$ cat src/rtl/vpu_sram_rd_responder.sv
// Bank-side completer for the VPU source read port: accepts read beats, drives the
// bank macro, returns data in order. Optional parity check: VPU_SRAM_RSP_PARITY_EN.
module vpu_sram_rd_responder #(
    parameter int BANK_ID             = 0,
    parameter int SRAM_BANK_CNT_LG2   = 3,
    parameter int SRAM_BANK_DEPTH_LG2 = 10,
    parameter int SRAM_DATA_WIDTH     = 512,
    parameter int SRAM_RD_LAT         = 4,
    parameter int MAX_OUTSTANDING     = 4,
    localparam int OUT_W              = $clog2(MAX_OUTSTANDING + 1),
`ifdef VPU_SRAM_RSP_PARITY_EN
    localparam int SRAM_W             = SRAM_DATA_WIDTH + SRAM_DATA_WIDTH / 8
`else
    localparam int SRAM_W             = SRAM_DATA_WIDTH
`endif
) (
    input  logic                           clk,
    input  logic                           rst,
    input  logic                           req,
    input  logic [SRAM_BANK_CNT_LG2-1:0]   rid,
    input  logic [SRAM_BANK_DEPTH_LG2-1:0] addr,
    input  logic                           reb,
    input  logic                           rlast,
    output logic                           ack,
    output logic [SRAM_DATA_WIDTH-1:0]     rdata,
    output logic                           rvalid,
`ifdef VPU_SRAM_RSP_PARITY_EN
    output logic                           rerr,
`endif
    output logic                           busy,
    output logic                           sram_ceb,
    output logic [SRAM_BANK_DEPTH_LG2-1:0] sram_addr,
    input  logic [SRAM_W-1:0]              sram_rdata,
    output logic [1:0]                     dbg_state,
    output logic [OUT_W-1:0]               dbg_outstanding
);

    // Handshake: a beat is held on req until ack pulses for one cycle; the cycle
    // after ack is never an accept, so a held req cannot be taken twice.
    // rvalid has no ready: the requester must sink every returned word.
    typedef enum logic [1:0] {
        ST_IDLE  = 2'd0,
        ST_BURST = 2'd1,
        ST_DRAIN = 2'd2
    } state_t;

    localparam logic [SRAM_BANK_CNT_LG2-1:0] BANK_SEL = SRAM_BANK_CNT_LG2'(BANK_ID);
    localparam logic [OUT_W-1:0]             MAX_OUT  = OUT_W'(MAX_OUTSTANDING);

    state_t                           state_q, state_d;
    logic                             ack_q;
    logic                             rvalid_q;
    logic                             ceb_q;
    logic [SRAM_DATA_WIDTH-1:0]       rdata_q;
    logic [SRAM_BANK_DEPTH_LG2-1:0]   saddr_q;
    logic [OUT_W-1:0]                 out_q, out_d;
    logic [SRAM_RD_LAT-1:0]           pipe_q, pipe_d;
    logic                             accept;
    logic                             ret;
    logic                             rerr_q;
    logic                             par_err;

    assign ret    = pipe_q[SRAM_RD_LAT-1];
    assign accept = req && !reb && (rid == BANK_SEL) && !ack_q
                    && (out_q < MAX_OUT) && (state_q != ST_DRAIN);

    always_comb begin
        out_d = out_q;
        if (accept && !ret) begin
            out_d = out_q + OUT_W'(1);
        end else if (!accept && ret) begin
            out_d = out_q - OUT_W'(1);
        end
    end

    // Token enters with the macro's sampling edge, so it exits together with the data.
    always_comb begin
        pipe_d    = '0;
        pipe_d[0] = ~ceb_q;
        for (int i = 1; i < SRAM_RD_LAT; i++) begin
            pipe_d[i] = pipe_q[i-1];
        end
    end

    always_comb begin
        state_d = state_q;
        case (state_q)
            ST_IDLE:  if (accept) state_d = rlast ? ST_DRAIN : ST_BURST;
            ST_BURST: if (accept && rlast) state_d = ST_DRAIN;
            ST_DRAIN: if (out_d == '0) state_d = ST_IDLE;
            default:  state_d = ST_IDLE;
        endcase
    end

`ifdef VPU_SRAM_RSP_PARITY_EN
    // Even parity: each stored parity bit equals the XOR of its data byte.
    always_comb begin
        par_err = 1'b0;
        for (int b = 0; b < SRAM_DATA_WIDTH / 8; b++) begin
            if ((^sram_rdata[b*8 +: 8]) != sram_rdata[SRAM_DATA_WIDTH + b]) begin
                par_err = 1'b1;
            end
        end
    end
`else
    assign par_err = 1'b0;
`endif

    always_ff @(posedge clk or posedge rst) begin
        if (rst) begin
            state_q  <= ST_IDLE;
            ack_q    <= 1'b0;
            ceb_q    <= 1'b1;
            saddr_q  <= '0;
            pipe_q   <= '0;
            out_q    <= '0;
            rvalid_q <= 1'b0;
            rdata_q  <= '0;
            rerr_q   <= 1'b0;
        end else begin
            state_q  <= state_d;
            ack_q    <= accept;
            ceb_q    <= ~accept;
            if (accept) begin
                saddr_q <= addr;
            end
            pipe_q   <= pipe_d;
            out_q    <= out_d;
            rvalid_q <= ret;
            if (ret) begin
                rdata_q <= sram_rdata[SRAM_DATA_WIDTH-1:0];
                rerr_q  <= par_err;
            end
        end
    end

    assign ack             = ack_q;
    assign rvalid          = rvalid_q;
    assign rdata           = rdata_q;
    assign sram_ceb        = ceb_q;
    assign sram_addr       = saddr_q;
    assign busy            = (state_q != ST_IDLE) || (out_q != '0);
    assign dbg_state       = state_q;
    assign dbg_outstanding = out_q;
`ifdef VPU_SRAM_RSP_PARITY_EN
    assign rerr            = rerr_q;
`endif

endmodule

$ cat config.mk
export PLATFORM = sky130hd
export DESIGN_NAME = vpu_sram_rd_responder
export DESIGN_NICKNAME = d
export VERILOG_FILES = /design/src/rtl/vpu_sram_rd_responder.sv
export SDC_FILE = /design/constraint.sdc
export NUM_CORES = 1
export LEC_CHECK = 0
export CORE_AREA = 3 3 411 413
export DETAILED_ROUTE_END_ITERATION = 8
export DIE_AREA = 0 0 414 416
export GPL_TIMING_DRIVEN = 0
export PLACE_DENSITY_LB_ADDON = 0.3
export SETUP_SLACK_MARGIN = 0.2
export SYNTH_ARGS = -nofsm -noshare
export SYNTH_HDL_FRONTEND = slang
export SYNTH_SLANG_ARGS = --single-unit
$ cat constraint.sdc
create_clock -name clk -period 22.2 [get_ports clk]
set_clock_uncertainty 0.05 [all_clocks]
set_input_delay 3.33 -clock clk [delete_from_list [all_inputs] [get_ports clk]]
set_output_delay 3.33 -clock clk [all_outputs]
set_load 0.05 [all_outputs]
==> results of run 1 <==
worst paths after layout:
check / startpoint / endpoint / slack (ns) / cells past startpoint
worst max register to register: pipe_q[3] / rdata[31] / 19.40 / 4
min in group asynchronous: rst / rdata[153] / 3.07 / 2
worst min-delay path: pipe_q[1] / pipe_q[2] / 0.30 / 0
max in group asynchronous: rst / rdata[389] / 17.12 / 5
worst max-delay path: dbg_outstanding[1] / busy / 16.38 / 4
worst min register to register: pipe_q[1] / pipe_q[2] / 0.30 / 0
final cells by class:
type | instances | area [um^2]
Fill cell | 17763 | 129400
Sequential cell | 534 | 13360
Timing Repair Buffer | 1066 | 10760
Multi-Input combinational cell | 575 | 6108
Tap cell | 2189 | 2739
Clock buffer | 103 | 2027
Clock inverter | 21 | 372.9
Buffer | 61 | 300.3
Antenna cell | 21 | 52.55
Inverter | 6 | 32.53
kinds of logic (layout without fill, tap and decap cells):
| kind of cell | count (synthesis) | after routing | synth area share [%] |
|---|---|---|---|
| muxes | 514 | 514 | 29.22 |
| DFF | 534 | 534 | 67.50 |
| adders and majority gates | 3 | 3 | 0.1896 |
| xor gates and xnor gates | 3 | 3 | 0.1327 |
| buffers and inverters | 67 | 1257 | 1.643 |
| AOI/OAI and AO/OA | 6 | 6 | 0.1959 |
| other | 0 | 21 | 0 |
| and+or+nand+nor | 49 | 49 | 1.112 |
synth_stat cells (all sizes together):
cell    number  share of area (%)
nand2       32               0.61
nor4         1              0.063
dfrtp      533                 67
nand3b       1              0.038
nand4        2              0.063
nand2b       1              0.032
ha           3               0.19
inv          6               0.13
nand3        2              0.051
a211oi       2              0.076
buf         53                1.4
nor3         1              0.025
o211ai       1              0.038
a21oi        1              0.025
o22ai        1              0.032
o21ai        1              0.025
and3         2              0.063
xnor2        3               0.13
or4          1              0.038
nor2         5              0.095
clkbuf       8               0.15
dfstp        1               0.13
mux2i        2               0.10
nor3b        1              0.038
mux2       512                 29
state kept, by name (all words and copies together), names as in the netlist:
register	count
sram_ceb	1
pipe_q	4
sram_addr	10
rvalid	1
rdata	512
dbg_state	2
dbg_outstanding	3
ack	1
power by group through the flow:
| stage | sequential, uW | clock (uW) | combinational, uW |
|---|---|---|---|
| after floorplan | 992 | 0 | 15.0 |
| after global placement | 993 | 0 | 123 |
| after detailed placement | 991 | 0 | 126 |
| after CTS | 973 | 1250 | 127 |
| after global routing | 973 | 1290 | 133 |
| final | 974 | 1200 | 124 |
layer usage:
layer	wire (um)	share of wire, %
met5	105	0.11
met4	2760	2.8
met3	10030	10
met2	47320	49
met1	36990	38
metrics by stage:
step / hold slack [ns] / cells / setup slack [ns]
3_3_place_gp: 0.2842 / 4425 / -5.511
5_1_grt: 0.3203 / 4563 / 16.23
3_5_place_dp: 0.2847 / 4431 / 16.35
4_1_cts: 0.2989 / 4555 / 16.24
2_1_floorplan: 0.2812 / 1176 / 3.898
6_report: 0.2961 / 4576 / 16.38
==> flow_summary.toml, run 1 <==
[worst_setup_path]
worst-path-buf-inv = 2
path_class = "reg2out"
startpoint_type = "flip-flop"
critPathSlowestCell = "clkdlybuf4s50_1"
cp_max_fo = 5
crit_family = "buffers and inverters"
cp.required_ns = 18.82
cp_cell_sequence = "inv_1, ha_1, nand3_1, clkdlybuf4s50_1"
setup.worst_path.end_class = "primary output"
cp_slowest_stage_delay_ns = 0.84
worst_ep_arrival_time_ns = 2.44

[layout]
area_growth_pct = 80.62
mostFrequentLayoutCell = "clkdlybuf4s50_1"
drive_gt1_share_pct = 28.70
final_core_util_pct = 21.65
nNetsFinal = 2848
final_cell_mix = "clkdlybuf4s50_1 (1060), dfrtp_1 (533), mux2_2 (512), clkbuf_16 (71), buf_2 (51)"
fin_area_mm2 = 0.03576

[routing]
dr_total_vias = 14644
avgViaCountPerCell = 3.200
first_pass_iters = 4
ant_nets = 0
drc_errors = 0
routed_wl_um = 97210
drt-initial-drc-count = 565
wl_per_cell_um = 21.24

[global_routing]
gr-usage-met2_pct = 18.04
grt_max_degree = 110
grt_use_total_pct = 10.96
busiest_layer = "met2"
grt.overflow.total = 0
grt_util_met3_pct = 4.875
grt_pass1_vias = 15820
grt_pass1_wl_um = 132200
antenna_found_initial = 41
grtUsageMet1_pct = 12.49

[sta]
rsz0062_at_grt = "no"
finalHoldViolCount = 0
slew_headroom_pct = 36.59
worst_pin_slew_ns = 0.9511
fin_tns_setup_ns = 0
finalSetupViolCount = 0
timing.final.crit_period_ns = 5.819
maxSlewViolCount = 0
clock.fmax_mhz = 171.9
fin_crit_sh_pct = 26.21

[die]
start_util_pct = 11.99
boundaryPins = 1061
chipHeight_um = 416
die_width_um = 414
die-area_mm2 = 0.1722
rows = 149
core_mm2 = 0.1652

[power_and_ir_drop]
finalPower_uw = 2293
netSwitchingPower_uw = 525.0
ir_drop_v = 0.00004558
p_leak_uw = 0.01583
clock_power_share_pct = 52.1
pwr-share-seq_pct = 42.5
combPwrFrac_pct = 5.4
intPower_uw = 1768
power_density_mw_per_mm2 = 64.13
switching_share_pct = 22.89

[logic_synthesis]
ys_ff_latch = 534
netlist_area_mm2 = 0.01980
synthCells = 1176
yosysSeqAreaShare_pct = 67.50
ys_types = 28
yosysWarningCount = 0
syn-num-nets = 1709
syn_avg_cell_area_um2 = 16.83

[placement]
dp_hpwl_um = 78180
place_area_mm2 = 0.03331
port-buffer-count = 1060
place_congestion = 0.8288

[cts]
cts.clk_slew.worst_paths_ns = 0.06
ctsResizeCount = 0
cts_hold_buf = 0
clockRootBuffer = "clkbuf_16"
cts_tree = "built"
postCtsSetupRepairBufs = 0
numClockSinks = 534
clk_path_buf_depth = 3
htree_levels = 3
cts_buffers = 71
clk-insertion-delay-late_ns = 0.65

[job]
cap_violations = 0

[run_status]
status = "finished clean"

[min_path]
hp-class = "reg2reg"
(Power assumes the default switching activity.)
==> inputs of run 2 (changes only) <==
- CORE_AREA: 3 3 411 413 -> 3 3 416 418
- DIE_AREA: 0 0 414 416 -> 0 0 419 421
- clock period: 22.2 -> 5.35 ns (I/O delays scaled with it)
==> run 2 against run 1 <==
Critical path depth unchanged; die area up 2.4%; largest cell class unchanged; utilization down 0.40 points; critical path type unchanged; register-to-register slack got worse by 17 ns; sequential power grew to 4.1 times the previous value.
==> flow_summary.toml, run 2 (synthesis gave the netlist of run 1 again) <==
[global_routing]
antenna_found_initial = 41
grt_util_met3_pct = 4.467
grt.overflow.total = 0
gr-usage-met2_pct = 20.20
grt_pass1_vias = 16033
grt_max_degree = 37
busiest_layer = "met2"
grtUsageMet1_pct = 13.31
grt_use_total_pct = 11.65
grt_pass1_wl_um = 141000

[die]
die-area_mm2 = 0.1764
boundaryPins = 1061
core_mm2 = 0.1695
rows = 151
die_width_um = 419
chipHeight_um = 421
start_util_pct = 11.68

[routing]
dr_total_vias = 14852
drt-initial-drc-count = 536
drc_errors = 0
ant_nets = 0
first_pass_iters = 4
routed_wl_um = 105000
wl_per_cell_um = 22.74
avgViaCountPerCell = 3.215

[sta]
timing.final.crit_period_ns = 3.445
fin_tns_setup_ns = 0
rsz0062_at_grt = "no"
clock.fmax_mhz = 290.3
maxSlewViolCount = 0
slew_headroom_pct = 22.98
worst_pin_slew_ns = 1.155
worst_slack_ns = 1.905
finalHoldViolCount = 0
hold_ws_ns = 0.2994
finalSetupViolCount = 0
fin_crit_sh_pct = 64.40

[power_and_ir_drop]
p_leak_uw = 0.01594
finalPower_uw = 9632
ir_drop_v = 0.0001834
power_density_mw_per_mm2 = 267.5

[run_status]
status = "finished clean"

[cts]
ctsResizeCount = 0
postCtsSetupRepairBufs = 0
cts_buffers = 74
clockRootBuffer = "clkbuf_16"
clk_path_buf_depth = 3
htree_levels = 3
clk-insertion-delay-late_ns = 0.65
cts_tree = "built"
cts_hold_buf = 0
numClockSinks = 534
cts.clk_slew.worst_paths_ns = 0.06

[placement]
dp_hpwl_um = 87540
place_inst = 4471
place_congestion = 0.8548
port-buffer-count = 1060
post-place-ws_ns = 1.874

[min_path]
hp-class = "reg2reg"

[worst_setup_path]
cp_max_fo = 6
path_class = "reg2out"
setup.worst_path.end_class = "primary output"
cp.required_ns = 4.50
startpoint_type = "flip-flop"
worst_ep_arrival_time_ns = 2.59

[layout]
nNetsFinal = 2862
area_growth_pct = 81.89
mostFrequentLayoutCell = "clkdlybuf4s50_1"
fin_cells = 4619
final_cell_mix = "clkdlybuf4s50_1 (1060), dfrtp_1 (533), mux2_2 (512), clkbuf_16 (75), buf_2 (51)"
drive_gt1_share_pct = 29.32
largest_register_ffs = 512

[job]
cap_violations = 0
run 2: power breakdown:
group          switching [uW]  total (uW)  leakage (uW)  internal [uW]
sequential                  0        4040       0.00745           4040
combinational             185         548       0.00730            363
clock                    2060        5040       0.00120           2980
total                    2250        9630        0.0159           7390
run 2: worst max-delay path, cell delays in order (launching register included):
cell and delay, ns:
dfrtp_1 0.45, inv_1 0.12, ha_1 0.21, nand3_1 0.23, clkdlybuf4s50_1 0.92
run 2: path summary, 6_finish.rpt:
path | from | endpoint | slack, ns | cells past startpoint
max | dbg_outstanding[0] | busy | 1.90 | 4
max in group asynchronous | rst | rdata[481] | 2.80 | 9
min reg2reg | pipe_q[0] | pipe_q[1] | 0.30 | 0
min in group asynchronous | rst | rdata[247] | 0.38 | 2
min | pipe_q[0] | pipe_q[1] | 0.30 | 0
max reg2reg | pipe_q[3] | rdata[379] | 2.34 | 4
run 2: metrics by stage:
| step | area (um^2) | util [%] |
|---|---|---|
| 4_1_cts | 35970 | 21.22 |
| 3_3_place_gp | 33190 | 19.58 |
| 6_report | 36010 | 21.25 |
| 3_5_place_dp | 33530 | 19.78 |
| 2_1_floorplan | 19800 | - |
| 5_1_grt | 35970 | 21.22 |
run 2: cell type report:
class                      instances  area, um^2
clock buffer                     102        2078
timing repair buffer            1077       10950
clock inverter                    29       362.8
antenna                           17       42.54
inverter                           6       28.78
tap                             2218        2775
fill                           18136      133500
buffer                            61       300.3
sequential                       534       13360
multi-input combinational        575        6108
run 2: routing by layer:
| metal | vias to the layer above | part of all wire, % | wire length [um] |
|---|---|---|---|
| met2 | 556 | 50 | 52750 |
| met1 | 7638 | 38 | 40170 |
| met4 | 22 | 2.5 | 2602 |
| met3 | 136 | 8.8 | 9293 |
| met5 | - | 0.19 | 203 |
| li1 | 6500 | - | - |
